File: src/rtl/alu_op_sequencer_if.sv
// Request/result handshake bundle for alu_op_sequencer.
// The master issues operations and consumes results; the slave is the sequencer.
interface alu_op_sequencer_if;
  logic       in_valid;
  logic       in_ready;
  logic [7:0] in_a;
  logic [7:0] in_b;
  logic [3:0] in_op;
  logic       in_use_acc;
  logic       out_valid;
  logic       out_ready;
  logic [7:0] out_result;
  logic       out_carry;
  logic       out_zero;
  logic       out_div0;

  modport master (
    output in_valid, in_a, in_b, in_op, in_use_acc, out_ready,
    input  in_ready, out_valid, out_result, out_carry, out_zero, out_div0
  );

  modport slave (
    input  in_valid, in_a, in_b, in_op, in_use_acc, out_ready,
    output in_ready, out_valid, out_result, out_carry, out_zero, out_div0
  );
endinterface

File: src/rtl/alu_op_sequencer.sv
// Sequencer around an external 8-bit combinational ALU: registers operands, waits one
// settle cycle, captures the result with flags, and holds it until the consumer takes it.
module alu_op_sequencer #(
  parameter int         CNT_W      = 16,
  parameter logic [7:0] ACC_INIT   = 8'h00,
  parameter logic [7:0] DIV0_VALUE = 8'hFF
) (
  input  logic             clk,
  input  logic             rst_n,
  alu_op_sequencer_if.slave bus,
  output logic [7:0]       alu_a,
  output logic [7:0]       alu_b,
  output logic [3:0]       alu_sel,
  output logic             alu_sub,
  input  logic [7:0]       alu_out,
  input  logic             alu_cout,
  output logic [7:0]       acc_value,
  output logic [CNT_W-1:0] op_count,
  output logic             busy
);

  localparam logic [1:0] IDLE = 2'd0;
  localparam logic [1:0] EXEC = 2'd1;
  localparam logic [1:0] DONE = 2'd2;

  localparam logic [3:0] OP_ADD = 4'b0000;
  localparam logic [3:0] OP_SUB = 4'b0001;
  localparam logic [3:0] OP_DIV = 4'b0011;

  logic [1:0] state_reg;
  logic       accept;
  logic       div0;
  logic       carry_op;

  assign accept   = bus.in_valid && (state_reg == IDLE);
  assign div0     = (alu_sel == OP_DIV) && (alu_b == 8'h00);
  // Only add and subtract produce a meaningful carry; other ops may leave junk on alu_cout.
  assign carry_op = (alu_sel == OP_ADD) || (alu_sel == OP_SUB);

  assign bus.in_ready = (state_reg == IDLE);
  assign busy         = (state_reg != IDLE);

  always_ff @(posedge clk or negedge rst_n) begin
    if (!rst_n) begin
      state_reg      <= IDLE;
      alu_a          <= 8'h00;
      alu_b          <= 8'h00;
      alu_sel        <= 4'h0;
      alu_sub        <= 1'b0;
      bus.out_valid  <= 1'b0;
      bus.out_result <= 8'h00;
      bus.out_carry  <= 1'b0;
      bus.out_zero   <= 1'b0;
      bus.out_div0   <= 1'b0;
      acc_value      <= ACC_INIT;
      op_count       <= '0;
    end else begin
      case (state_reg)
        IDLE: begin
          if (accept) begin
            alu_a     <= bus.in_use_acc ? acc_value : bus.in_a;
            alu_b     <= bus.in_b;
            alu_sel   <= bus.in_op;
            alu_sub   <= (bus.in_op == OP_SUB);
            state_reg <= EXEC;
          end
        end
        EXEC: begin
          bus.out_valid <= 1'b1;
          state_reg     <= DONE;
          if (div0) begin
            // The ALU's divide-by-zero output is meaningless, so substitute a fixed value
            // and leave the accumulator alone.
            bus.out_result <= DIV0_VALUE;
            bus.out_carry  <= 1'b0;
            bus.out_zero   <= (DIV0_VALUE == 8'h00);
            bus.out_div0   <= 1'b1;
          end else begin
            bus.out_result <= alu_out;
            bus.out_carry  <= carry_op ? alu_cout : 1'b0;
            bus.out_zero   <= (alu_out == 8'h00);
            bus.out_div0   <= 1'b0;
            acc_value      <= alu_out;
          end
        end
        DONE: begin
          if (bus.out_ready) begin
            bus.out_valid <= 1'b0;
            op_count      <= op_count + CNT_W'(1);
            state_reg     <= IDLE;
          end
        end
        default: state_reg <= IDLE;
      endcase
    end
  end

endmodule

File: src/flat_wrapper.sv
// flat-port wrapper written by rule: the top's interface ports become plain ports
module alu_op_sequencer_flat 
#(
  parameter int         CNT_W      = 16,
  parameter logic [7:0] ACC_INIT   = 8'h00,
  parameter logic [7:0] DIV0_VALUE = 8'hFF
)
  (clk, rst_n, alu_a, alu_b, alu_sel, alu_sub, alu_out, alu_cout, acc_value, op_count, busy, bus_in_valid, bus_in_a, bus_in_b, bus_in_op, bus_in_use_acc, bus_out_ready, bus_in_ready, bus_out_valid, bus_out_result, bus_out_carry, bus_out_zero, bus_out_div0);
  alu_op_sequencer_if bus_i ();
  input  logic clk;
  input  logic rst_n;
  output logic [7:0] alu_a;
  output logic [7:0] alu_b;
  output logic [3:0] alu_sel;
  output logic alu_sub;
  input  logic [7:0] alu_out;
  input  logic alu_cout;
  output logic [7:0] acc_value;
  output logic [CNT_W-1:0] op_count;
  output logic busy;
  input wire logic [$bits(bus_i.in_valid)-1:0] bus_in_valid;
  input wire logic [$bits(bus_i.in_a)-1:0] bus_in_a;
  input wire logic [$bits(bus_i.in_b)-1:0] bus_in_b;
  input wire logic [$bits(bus_i.in_op)-1:0] bus_in_op;
  input wire logic [$bits(bus_i.in_use_acc)-1:0] bus_in_use_acc;
  input wire logic [$bits(bus_i.out_ready)-1:0] bus_out_ready;
  output wire logic [$bits(bus_i.in_ready)-1:0] bus_in_ready;
  output wire logic [$bits(bus_i.out_valid)-1:0] bus_out_valid;
  output wire logic [$bits(bus_i.out_result)-1:0] bus_out_result;
  output wire logic [$bits(bus_i.out_carry)-1:0] bus_out_carry;
  output wire logic [$bits(bus_i.out_zero)-1:0] bus_out_zero;
  output wire logic [$bits(bus_i.out_div0)-1:0] bus_out_div0;
  assign bus_i.in_valid = bus_in_valid;
  assign bus_i.in_a = bus_in_a;
  assign bus_i.in_b = bus_in_b;
  assign bus_i.in_op = bus_in_op;
  assign bus_i.in_use_acc = bus_in_use_acc;
  assign bus_i.out_ready = bus_out_ready;
  assign bus_in_ready = bus_i.in_ready;
  assign bus_out_valid = bus_i.out_valid;
  assign bus_out_result = bus_i.out_result;
  assign bus_out_carry = bus_i.out_carry;
  assign bus_out_zero = bus_i.out_zero;
  assign bus_out_div0 = bus_i.out_div0;
  alu_op_sequencer #(.CNT_W(CNT_W), .ACC_INIT(ACC_INIT), .DIV0_VALUE(DIV0_VALUE)) u_core (.clk(clk), .rst_n(rst_n), .bus(bus_i), .alu_a(alu_a), .alu_b(alu_b), .alu_sel(alu_sel), .alu_sub(alu_sub), .alu_out(alu_out), .alu_cout(alu_cout), .acc_value(acc_value), .op_count(op_count), .busy(busy));
endmodule
File: config.mk
export PLATFORM = sky130hd
export DESIGN_NAME = alu_op_sequencer_flat
export DESIGN_NICKNAME = d
export VERILOG_FILES = /design/src/rtl/alu_op_sequencer_if.sv /design/src/rtl/alu_op_sequencer.sv /design/src/flat_wrapper.sv
export SDC_FILE = /design/constraint.sdc
export NUM_CORES = 1
export LEC_CHECK = 0
export BUFFER_PORTS_ARGS = -buffer_cell sky130_fd_sc_hd__buf_2
export CAP_MARGIN = 20
export CORE_MARGIN = 4
export CORE_UTILIZATION = 52
export DETAILED_ROUTE_END_ITERATION = 10
export HOLD_SLACK_MARGIN = 0.12
export PLACE_DENSITY_LB_ADDON = 0.08
export RECOVER_POWER = 25
export SKIP_LAST_GASP = 1
export SYNTH_ARGS = -nofsm -noshare
export SYNTH_HDL_FRONTEND = slang
export SYNTH_SLANG_ARGS = --single-unit
File: constraint.sdc
create_clock -name clk -period 3.75 [get_ports clk]
set_input_delay 0.1875 -clock clk [delete_from_list [all_inputs] [get_ports clk]]
set_output_delay 0.1875 -clock clk [all_outputs]
set_load 0.03 [all_outputs]
==> results.md <==
- Status: finished, violations left
- Failing checks: max-capacitance violations, max-slew violations
- Antenna Nets Post-Route: 0
- Commonest non-fill, non-tap cell in the layout: buf_2
- Largest net degree at the start of global routing: 31
- Via count: 1820
- Fill count: 380
- Die height: 77.49 um
- Final Instance Area: 3336 um^2
- Core Area: 4692 um^2
- Total gr overflow: 0
- Residual DRC count: 0
- GR Util All Layers: 20.34%
- # rows: 25
- Starting Density: 53.52%
- CTS root buffer: clkbuf_8
- Routed WL per cell: 15.37 um
- DRC marker count from the first detailed-route iteration: 62
- Multi-input gate area: 970.9 um^2
- Combinational share of power: 44.8%
- Sw Ratio: 44.24%
- Final worst setup slack: 1.832 ns
- Setup Skew: 0.007269 ns
- First-pass GRT wire length: 9.570 mm
- Hold path depth: 2
- Startpoint type of the worst setup path: input pin
- Flops & latches, synth: 59
- Gate Count Post-Synth: 185
- Max reg flops: 16
- Critical path class: input pin to asynchronous set/reset pin
- Clock share of power: 16.6%
- Buf/Inv on CP: 3
- Clock insertion delay at the later pin of the skew report: 0.32 ns
- Dpl hpwl: 4.036 mm
- Top_reg_cell synth: dfrtp_1
- Setup Fix Bufs, Post-CTS: 0
- GP Congestion: 0.7572
- Die area: 6005 um^2
- Pint: 1.592 mW
- Post-Place Setup Slack: 1.889 ns
- Most frequent cells in the layout: buf_2, dfrtp_1, dlygate4sd3_1
- Worst-path maximum fanout: 30
- Max Clock Freq: 521.5 MHz
- Syn Std Cell Area: 2511 um^2
- Vias in the first global route: 1995
- FF+latch area: 1476 um^2
- Top cells by area, synth: dfrtp_1, mux2_2, mux2_4
- Avg Cell Area, Syn: 13.57 um^2
- Peak supply drop: 529.0 uV
- Net count, final: 338
- Finished Layout Cells: 361
- CTS clock-pin slew for the worst setup and hold paths: 0.06 ns
- CP peak stage delay: 1.12 ns
- CTS Buf Count: 9
- FF-to-FF path depth: 3
- Die width: 77.49 um
- Final setup vio count: 0
- Initial antenna violation count: 0
- Syn nets: 220
- Crit path required time: 4.21 ns
- Drt pass-1 iters: 4
- Placed Area: 3003 um^2
- Htree depth: 3
- TritonCTS clock tree: built
- PwrDens: 855.7 nW/um^2
- Net load switching power: 1.263 mW
- CP top delay family: buffers and inverters
- Post-cts gate resize count: 0
- Area Overhead vs Synth: 32.84%
- Post-DR vias/cell: 5.042
- Pwr Total: 2.854 mW
- Ys async rst share: 100.0%
- Layout cells sized above 1: 40.07%
- Post-Route WL: 5.548 mm
- Placed cell count: 326
- Unrepaired setup endpoints after global routing: no
- TNS Setup: 0 ns
- CP Capture Type: asynchronous set/reset pin
- Slowest cell on crit path: clkbuf_1
- Final count of hold timing violations: 0
- Clock tree buffer depth: 2
- Antenna Cells: 0
- Distinct cells, synth: 35
- Period utilization: 51.13%
- Max cap viols: 1
- Leak Pwr: 1.618 nW
- Register area share after synthesis: 58.79%
- Tmin final: 1.918 ns
- Clk sinks: 59
- Measured slew at the worst slew-check pin: 1.553 ns
- CP Cell Sequence: dlygate4sd3_1 -> clkbuf_1 -> buf_4
- Pins over their slew limit: 31
- Post-synth EDFFs: 0
- Critical Path AT: 2.38 ns
- IO buf count: 92
- Crit. path cell count: 3
- Yosys top cell by area: dfrtp_1
- Yosys warnings: 0
- Ports: 93
- Post-synth top area share: 58.79%
- Largest reg by FF count: u_core.op_count
- Worst hold path type: input pin to flop
- Slew HR: -3.542%
- Reg power frac: 38.6%
[path summary, 6_finish.rpt]
kind                                     startpoint                   to  slack, ns
min in group asynchronous                     rst_n      u_core.alu_a[7]       0.78
worst max register to register  u_core.state_reg[1]  u_core.acc_value[3]       1.94
max in group clk                u_core.state_reg[1]  u_core.acc_value[3]       1.94
worst min register to register  u_core.op_count[15]  u_core.op_count[15]       0.46
worst min-delay path                  bus_out_ready  u_core.state_reg[1]       0.11
worst max-delay path                          rst_n   u_core.op_count[8]       1.83
[area by class of cell]
class	count	area share (%)
flip-flops and latches	59	44.26
multi-input cells	118	29.11
repair buffers	113	19.58
clock buffers	12	4.351
well taps	54	2.026
clock inverters	3	0.4501
inverters	2	0.2251
[metal layers]
| metal | vias to the layer above | GRT usage, % | wire (um) |
|---|---|---|---|
| li1 | 892 | - | - |
| met1 | 864 | 24.58 | 2324 |
| met2 | 53 | 34.72 | 2843 |
| met3 | 11 | 5.220 | 281 |
| met4 | 0 | 8.007 | 99 |
| met5 | - | 0 | 0 |
[power groups by stage]
stage          clock, mW  combinational [mW]  sequential, mW
2_1_floorplan          0               0.486            1.54
3_3_place_gp           0                1.27            1.11
3_5_place_dp           0                1.29            1.11
4_1_cts            0.489                1.31            1.10
5_1_grt            0.522                1.37            1.14
6_report           0.475                1.28            1.10
[through the flow]
stage	hold slack, ns	util [%]
4_1_cts	0.1202	71.68
3_3_place_gp	0.2513	64.00
5_1_grt	0.1168	71.09
6_report	0.1111	71.09
3_5_place_dp	0.2533	64.00
2_1_floorplan	-0.1081	-
[worst reg2reg max path, cell delays in order, from the launching register on]
cell,delay (ns)
dfrtp_1,0.41
nand2b_1,0.23
a31oi_2,0.64
mux2_2,0.41
[cells by family (layout without fill, tap and decap cells)]
kind of cell | count (synthesis) | count (layout) | synth area share [%]
buf+inv | 8 | 130 | 2.043
simple gates | 53 | 53 | 13.90
xor+xnor | 15 | 15 | 5.232
flops | 59 | 59 | 58.79
fa+ha+maj | 1 | 1 | 0.4982
compound gates | 20 | 20 | 5.879
mux | 29 | 29 | 13.65
[Yosys cell counts, types with 3 or more instances]
cell type  number
dfrtp_1        59
mux2_2         14
nor2_1         14
nand2_1        12
xnor2_1        12
a21oi_1         8
mux2i_1         8
o22a_1          8
mux2_4          7
nand4_1         5
nand3_1         4
xor2_1          3
[what timing repair did]
item	4_1_cts	5_1_grt
hold buffers	20	0
hold endpoints to repair	50	0
endpoints found under the setup margin	0	0
(Power assumes the default switching activity.)
